--- config.mk ---
export PLATFORM = sky130hd
export DESIGN_NAME = uart_rx_fsm
export DESIGN_NICKNAME = d
export VERILOG_FILES = /design/src/rtl/uart_rx_pkg.sv /design/src/rtl/uart_rx_sampler.sv /design/src/rtl/uart_rx_fsm.sv
export SDC_FILE = /design/constraint.sdc
export NUM_CORES = 1
export LEC_CHECK = 0
export BUFFER_PORTS_ARGS = -buffer_cell sky130_fd_sc_hd__buf_2
export CAP_MARGIN = 10
export CORE_ASPECT_RATIO = 1.4
export CORE_MARGIN = 5
export CORE_UTILIZATION = 55
export CTS_BUF_LIST = sky130_fd_sc_hd__clkbuf_8 sky130_fd_sc_hd__clkbuf_16
export CTS_CLUSTER_DIAMETER = 40
export DETAILED_ROUTE_END_ITERATION = 10
export PLACE_DENSITY = 0.75
export SLEW_MARGIN = 15
export SYNTH_ARGS = -nofsm -noshare
export SYNTH_HDL_FRONTEND = slang
export SYNTH_SLANG_ARGS = --single-unit
export TNS_END_PERCENT = 50
--- constraint.sdc ---
create_clock -name CLK -period 6 [get_ports CLK]
set_input_delay 1.2 -clock CLK [delete_from_list [all_inputs] [get_ports CLK]]
set_output_delay 1.2 -clock CLK [all_outputs]
set_load 0.02 [all_outputs]
--- src/rtl/uart_rx_pkg.sv ---
// Shared types and constants for the UART receiver slice.
package uart_rx_pkg;

  localparam int unsigned DATA_WIDTH_DEF = 8;
  localparam int unsigned PRESCALE_W_DEF = 6;

  localparam logic PAR_EVEN = 1'b0;
  localparam logic PAR_ODD  = 1'b1;

  typedef enum logic [2:0] {
    IDLE   = 3'd0,
    START  = 3'd1,
    DATA   = 3'd2,
    PARITY = 3'd3,
    STOP   = 3'd4
  } rx_state_e;

endpackage

--- src/rtl/uart_rx_sampler.sv ---
// Bit-window edge counter with 3-point majority sampling of the synchronized line.
module uart_rx_sampler
  import uart_rx_pkg::*;
#(
  parameter int unsigned PRESCALE_W = PRESCALE_W_DEF
) (
  input  logic                  clk,
  input  logic                  rst_n,
  input  logic                  rx_s,
  input  logic                  idle,
  input  logic [PRESCALE_W-1:0] prescale,
  output logic                  sampled_bit,
  output logic                  bit_done
);

  logic [PRESCALE_W-1:0] edge_cnt_q, edge_cnt_d;
  logic [2:0]            smp_q, smp_d;
  logic [PRESCALE_W-1:0] last_edge;
  logic [PRESCALE_W-1:0] mid_edge;

  always_comb begin
    last_edge  = prescale - PRESCALE_W'(1);
    mid_edge   = prescale >> 1;
    edge_cnt_d = edge_cnt_q;
    smp_d      = smp_q;
    // The start-detect cycle is edge 0, so the first START cycle is already edge 1.
    if (idle) begin
      edge_cnt_d = rx_s ? '0 : PRESCALE_W'(1);
    end else if (edge_cnt_q >= last_edge) begin
      edge_cnt_d = '0;
    end else begin
      edge_cnt_d = edge_cnt_q + PRESCALE_W'(1);
    end
    if (!idle) begin
      if (edge_cnt_q == mid_edge - PRESCALE_W'(1)) smp_d[0] = rx_s;
      if (edge_cnt_q == mid_edge)                  smp_d[1] = rx_s;
      if (edge_cnt_q == mid_edge + PRESCALE_W'(1)) smp_d[2] = rx_s;
    end
  end

  always_ff @(posedge clk or negedge rst_n) begin
    if (!rst_n) begin
      edge_cnt_q <= '0;
      smp_q      <= '1;
    end else begin
      edge_cnt_q <= edge_cnt_d;
      smp_q      <= smp_d;
    end
  end

  assign sampled_bit = (smp_q[0] & smp_q[1]) | (smp_q[0] & smp_q[2]) | (smp_q[1] & smp_q[2]);
  // >= keeps the window bounded even if Prescale shrinks mid-frame.
  assign bit_done    = !idle && (edge_cnt_q >= last_edge);

endmodule

--- src/rtl/uart_rx_fsm.sv ---
// UART receiver: line synchronizer, frame FSM, data/parity/stop checks and output registers.
module uart_rx_fsm
  import uart_rx_pkg::*;
#(
  parameter int unsigned DATA_WIDTH = DATA_WIDTH_DEF,
  parameter int unsigned PRESCALE_W = PRESCALE_W_DEF
) (
  input  logic                  CLK,
  input  logic                  RST,
  input  logic                  RX_IN,
  input  logic [PRESCALE_W-1:0] Prescale,
  input  logic                  PAR_EN,
  input  logic                  PAR_TYP,
  output logic [DATA_WIDTH-1:0] P_DATA,
  output logic                  Data_Valid,
  output logic                  Par_Err,
  output logic                  Stp_Err
);

  localparam int unsigned    BCW      = (DATA_WIDTH > 1) ? $clog2(DATA_WIDTH) : 1;
  localparam logic [BCW-1:0] LAST_BIT = BCW'(DATA_WIDTH - 1);

  logic [1:0]            sync_q, sync_d;
  rx_state_e             state_q, state_d;
  logic [BCW-1:0]        bit_cnt_q, bit_cnt_d;
  logic [DATA_WIDTH-1:0] shift_q, shift_d;
  logic [DATA_WIDTH-1:0] p_data_q, p_data_d;
  logic                  data_valid_q, data_valid_d;
  logic                  par_err_q, par_err_d;
  logic                  stp_err_q, stp_err_d;
  logic                  rx_s;
  logic                  exp_par;
  logic                  sampled_bit;
  logic                  bit_done;

  assign rx_s = sync_q[1];

  uart_rx_sampler #(
    .PRESCALE_W (PRESCALE_W)
  ) u_sampler (
    .clk         (CLK),
    .rst_n       (RST),
    .rx_s        (rx_s),
    .idle        (state_q == IDLE),
    .prescale    (Prescale),
    .sampled_bit (sampled_bit),
    .bit_done    (bit_done)
  );

  always_comb begin
    sync_d       = {sync_q[0], RX_IN};
    state_d      = state_q;
    bit_cnt_d    = bit_cnt_q;
    shift_d      = shift_q;
    p_data_d     = p_data_q;
    data_valid_d = 1'b0;
    par_err_d    = par_err_q;
    stp_err_d    = stp_err_q;
    exp_par      = (^shift_q) ^ (PAR_TYP == PAR_ODD);
    case (state_q)
      IDLE: begin
        if (!rx_s) state_d = START;
      end
      START: begin
        if (bit_done) begin
          if (sampled_bit) begin
            state_d = IDLE;
          end else begin
            state_d   = DATA;
            bit_cnt_d = '0;
            par_err_d = 1'b0;
            stp_err_d = 1'b0;
          end
        end
      end
      DATA: begin
        if (bit_done) begin
          shift_d[bit_cnt_q] = sampled_bit;
          if (bit_cnt_q == LAST_BIT) begin
            bit_cnt_d = '0;
            state_d   = PAR_EN ? PARITY : STOP;
          end else begin
            bit_cnt_d = bit_cnt_q + BCW'(1);
          end
        end
      end
      PARITY: begin
        if (bit_done) begin
          par_err_d = (sampled_bit != exp_par);
          state_d   = STOP;
        end
      end
      STOP: begin
        if (bit_done) begin
          stp_err_d = !sampled_bit;
          state_d   = IDLE;
          if (sampled_bit && !par_err_q) begin
            p_data_d     = shift_q;
            data_valid_d = 1'b1;
          end
        end
      end
      default: state_d = IDLE;
    endcase
  end

  always_ff @(posedge CLK or negedge RST) begin
    if (!RST) begin
      sync_q       <= '1;
      state_q      <= IDLE;
      bit_cnt_q    <= '0;
      shift_q      <= '0;
      p_data_q     <= '0;
      data_valid_q <= 1'b0;
      par_err_q    <= 1'b0;
      stp_err_q    <= 1'b0;
    end else begin
      sync_q       <= sync_d;
      state_q      <= state_d;
      bit_cnt_q    <= bit_cnt_d;
      shift_q      <= shift_d;
      p_data_q     <= p_data_d;
      data_valid_q <= data_valid_d;
      par_err_q    <= par_err_d;
      stp_err_q    <= stp_err_d;
    end
  end

  assign P_DATA     = p_data_q;
  assign Data_Valid = data_valid_q;
  assign Par_Err    = par_err_q;
  assign Stp_Err    = stp_err_q;

endmodule

# == After elaboration in Yosys (flattened, before gate mapping) ==
# Index checks and enable logic that the tools add are counted.
# word_totals
rom_bits,0
inputBits,11
latchBits,0
elab_cells,92
ramBits,0
output_inout_bits,11
regBits,36
n_memories,0
# op_classes
shift,0
bitwise,7
addsub,5
mux,29
n_lt_le_gt_ge,3
n_reduce_logical,20
div_mod_pow,0
n_mul,0
n_eq_ne,16
# op_table
op,count
$mux W3,11
$pmux W3 S5,1
$ne A2 B2 Y1 const B,7
$eq A6 B6 Y1,2
$mux W6,2
$reduce_and A4 Y1,3
$mux W1,9
$bwmux W8,1
$reduce_and A2 Y1,4
$reduce_xor A8 Y1,1
$add A5 B1 Y6 const B,1
$add A6 B1 Y6 const B,1
$eq A3 B2 Y1 const B,2
$eq A3 B3 Y1 const B,2
$eq A6 B5 Y1,1
$ge A6 B6 Y1,1
$pmux W3 S2,1
$reduce_and A6 Y1,1
$reduce_bool A2 Y1,3
$sub A5 B1 Y6 const B,1
$sub A6 B1 Y6 const B,1
$lt A3 B4 Y1 const B,1
$pmux W1 S2,2
$add A3 B1 Y3 const B,1
other kinds (13),20

# == Logic depth before layout (Yosys ltp) ==
# depth
depth_word,7
ltp_mapped,12
mapped_depth_nobuf,10

# == Cells and area by module ==
# Synthesis repeated with hierarchy kept, for this count alone.
# hier_totals
cells_unflattened,212
hier_area_um2,2247.2
# modules_own_cells
module,seq_area_each_um2,cells_each,area_each_um2,n_inst
uart_rx_fsm,678.2,110,1301.2,1
uart_rx_sampler,229.0,102,945.9,1

# == Worst setup path before layout ==
# Ideal clock, no wire load.
# synth_timing
path_type,in2reg
start,input port Prescale[2]
end,register p_data_q[0] (netlist: P_DATA[0])
arrival_ns,3.415
setup_ns,0.125
required_time_ns,5.875
n_path_buf,2
slack_ns,2.460
cell_stages,12
cell_sequence,clkbuf_1 -> inv_1 -> ha_1 -> nand2_1 -> nand3_1 -> xor2_1 -> ha_1 -> nand4_1 -> o221ai_2 -> and3_1 -> buf_4 -> mux2_2
# synth_between
elab_chain_len,4
# synth_lines
item,line_no,rtl
"start, declared",uart_rx_fsm.sv:11,"input logic [PRESCALE_W-1:0] Prescale,"
$sub A6 B1 Y6,uart_rx_sampler.sv:22,last_edge = prescale - PRESCALE_W'(1);
$ge A6 B6 Y1,uart_rx_sampler.sv:53,assign bit_done = !idle && (edge_cnt_q >= last_edge);
$logic_and A1 B1 Y1,uart_rx_sampler.sv:53,
$reduce_and A3 Y1 (no source line),n/a,
"end signal, assigned",uart_rx_fsm.sv:122,p_data_q <= p_data_d;
"end, declared",uart_rx_fsm.sv:27,"logic [DATA_WIDTH-1:0] p_data_q, p_data_d;"
# Every way passes these cells.
# A chain may end at the register's enable or synchronous reset.

# == Worst setup path in the final report ==
# layout_timing
start,input port Prescale[2]
end,register p_data_q[1] (netlist: P_DATA[1])
# Same word-level chain as after synthesis.

==> metrics.cfg <==
[outcome]
status=finished, final reports clean

[clocking]
clk_latency_ps=290
post_cts.repair.setup_buffers=0
clock_path_buffers=2
cts.sinks=36
htree_levels=2
root_buffer=clkbuf_8
ctsResizeCount=0
clkSlewWorstSetupHoldPaths_ps=70
cts_buffers=5
cts_tree=yes
cts_hold_buffers=0

[yosys]
postSynthAreaPerCell_um2=10.2
yosys_warnings=0
synth.area.top_cells=dfrtp_1, mux2_2, ha_1, xnor2_1, dfstp_2
synth_top_area_cell=dfrtp_1
synth_seq_cells=36
yosysTopAreaCellShare_pct=34.6
yosysSeqAreaShare_pct=40.4
ys_top_cells_by_count=dfrtp_1, mux2_2, xnor2_1, nand2_1, nor2_1
ys.flop_type=dfrtp_1
synth_most_common_cell=dfrtp_1
synth_area_um2=2240
ys_async_sr_fraction_pct=100
synth_edf_count=0
synthCells=221
synthDistinctLibCells=44
syn_nets=245

[floorplan]
die_y_um=85.6
io_pins=22
die_area_um2=5470
rows=27
start_util_pct=56.8
core_um2=3950
die_x_um=64.0

[timing]
hold_viol_final=0
max_freq_ghz=0.264
period_needed_ps=3790
clock_skew_ps=10.7
worstMarginPinSlew_ps=805
hold_slack_ps=359
grt_setup_unrepaired=no
setup_violations=0
tns_ps=0
slew_viol_final=0
slew-limit-headroom_pct=46.3
period_share_pct=63.2

[hold_path]
whs_path_depth=0
hold_start=sync_q[0]$_DFF_PN1_
whs_endpoint=sync_q[1]$_DFF_PN1_
hold_path_class=reg -> reg

[power_and_ir_drop]
power.net_switching_mw=0.334
p_leak_nw=1.11
seqPwrFrac_pct=42.3
ir_drop_v=0.000279
power_density_nw_per_um2=361
power.internal_mw=0.548
power.share.clock_pct=23.6
swShare_pct=37.9
combinationalPowerShare_pct=34.2

[setup_path]
r2r-end=P_DATA[1]$_DFFE_PN0P_
crit_path_start=Prescale[2]
arrival_ps=3960
reg2reg_depth=7
r2r-start=u_sampler.edge_cnt_q[0]$_DFF_PN0_
worst_setup_path_start_kind=input port
crit_path_end_kind=register
cp_max_fo=19
crit_type=in -> reg
required_ps=6170
reg2reg_setup_slack_ps=3350

[routing]
avgRoutedWirePerCell_um=15.2
vias=1659
viasPerCell=5.93
totalWireLength_um=4240
dr.pass1.iters=4
route.detailed.drc=0
ant_nets=0
drt-initial-drc-count=83

[final_layout]
fin_nets=260
finalNonFillerCells=280
area_growth_pct=8.92
diodes=0
fin_util_pct=61.8
drive_gt1_share_pct=24.1

[global_routing]
grt_max_degree=37
track_usage_pct=17.3
grt-ovfl-total=0
grt_pass1_vias=1710
grt_pass1_wl_um=7640
antenna_found_initial=0

[run]
drv_cap=0

[placement]
place_hpwl_um=3110
io_buffers=21
placed_cells=272
globalplace.congestion=0.787

## cell usage in the layout (no fill, tap or decap), types with 3 or more instances in the layout
master and count:
or3_1 3, nor3_1 7, nor3b_1 4, dfstp_2 5, nor4_1 5, nand4_1 4
nand2_1 15, ha_1 13, nand3_1 13, xor2_1 12, buf_2 21, a21oi_1 5
clkbuf_8 5, mux2_2 18, xnor2_1 17, nor2_1 15, nand2b_1 4, inv_1 6
nor2b_1 3, dfrtp_1 31
## worst max-delay path by stage
stage                       endpoint  slack (ps)  cells past startpoint
2_1_floorplan  P_DATA[0]$_DFFE_PN0P_        2460                     12
3_3_place_gp   P_DATA[3]$_DFFE_PN0P_        1980                     11
3_5_place_dp   P_DATA[4]$_DFFE_PN0P_        1920                     11
6_report       P_DATA[1]$_DFFE_PN0P_        2210                     11
4_1_cts        P_DATA[1]$_DFFE_PN0P_        2220                     11
5_1_grt        P_DATA[1]$_DFFE_PN0P_        1960                     11
## metal layers
| metal | up-vias | part of all wire (%) | track usage, % |
|---|---|---|---|
| li1 | 817 | - | - |
| met1 | 811 | 41 | 19.2 |
| met2 | 25 | 55 | 31.7 |
| met3 | 6 | 2.8 | 3.28 |
| met4 | 0 | 1.2 | 6.81 |
| met5 | - | 0 | 0 |
## critical path, stage by stage
cell	delay [ps]
buf_2	160
inv_1	80
ha_1	180
nand2_1	80
nand3_1	90
xor2_1	160
ha_1	310
nand4_1	130
o221ai_2	650
and3_1	540
mux2_2	380
## cell type report
cell class | count | area, um2
Fill cell | 351 | 1510
Multi-Input combinational cell | 166 | 1240
Sequential cell | 36 | 907
Timing Repair Buffer | 21 | 105
Clock buffer | 5 | 68.8
Tap cell | 43 | 53.8
Clock inverter | 3 | 42.5
Inverter | 6 | 22.5
## flip-flops by register name, summed over array words and instances, names as in the netlist
register	flops
Par_Err	1
sync_q	2
u_sampler.smp_q	3
Data_Valid	1
Stp_Err	1
shift_q	8
u_sampler.edge_cnt_q	6
P_DATA	8
bit_cnt_q	3
state_q	3
## kinds of logic (layout without fill, tap and decap cells)
group | count (synthesis) | in the layout | synth area share (%)
XOR/XNOR | 29 | 29 | 11.3
multiplexers | 19 | 19 | 9.54
adder cells (fa/ha/maj) | 14 | 14 | 7.70
AND/OR/NAND/NOR | 79 | 79 | 18.2
AO/OA/AOI/OAI | 25 | 25 | 8.64
buffers and inverters | 19 | 35 | 4.13
flip-flops | 36 | 36 | 40.4
## power by group through the flow
| stage | registers (mW) | clock network [mW] | logic (mW) |
|---|---|---|---|
| after global placement | 0.376 | 0 | 0.296 |
| final | 0.373 | 0.208 | 0.302 |
| after global routing | 0.383 | 0.227 | 0.348 |
| after floorplan | 0.338 | 0 | 0.275 |
| after detailed placement | 0.377 | 0 | 0.302 |
| after CTS | 0.372 | 0.214 | 0.304 |
## per-stage QoR
step                      setup WS, ps  power (mW)  cell area (um2)
after CTS                         2220       0.889             2440
after global placement            1980       0.672             2330
after detailed placement          1920       0.678             2330
final                             2210       0.883             2440
after global routing              1960       0.957             2440
after floorplan                   2460       0.613             2240
(Power assumes the default switching activity.)
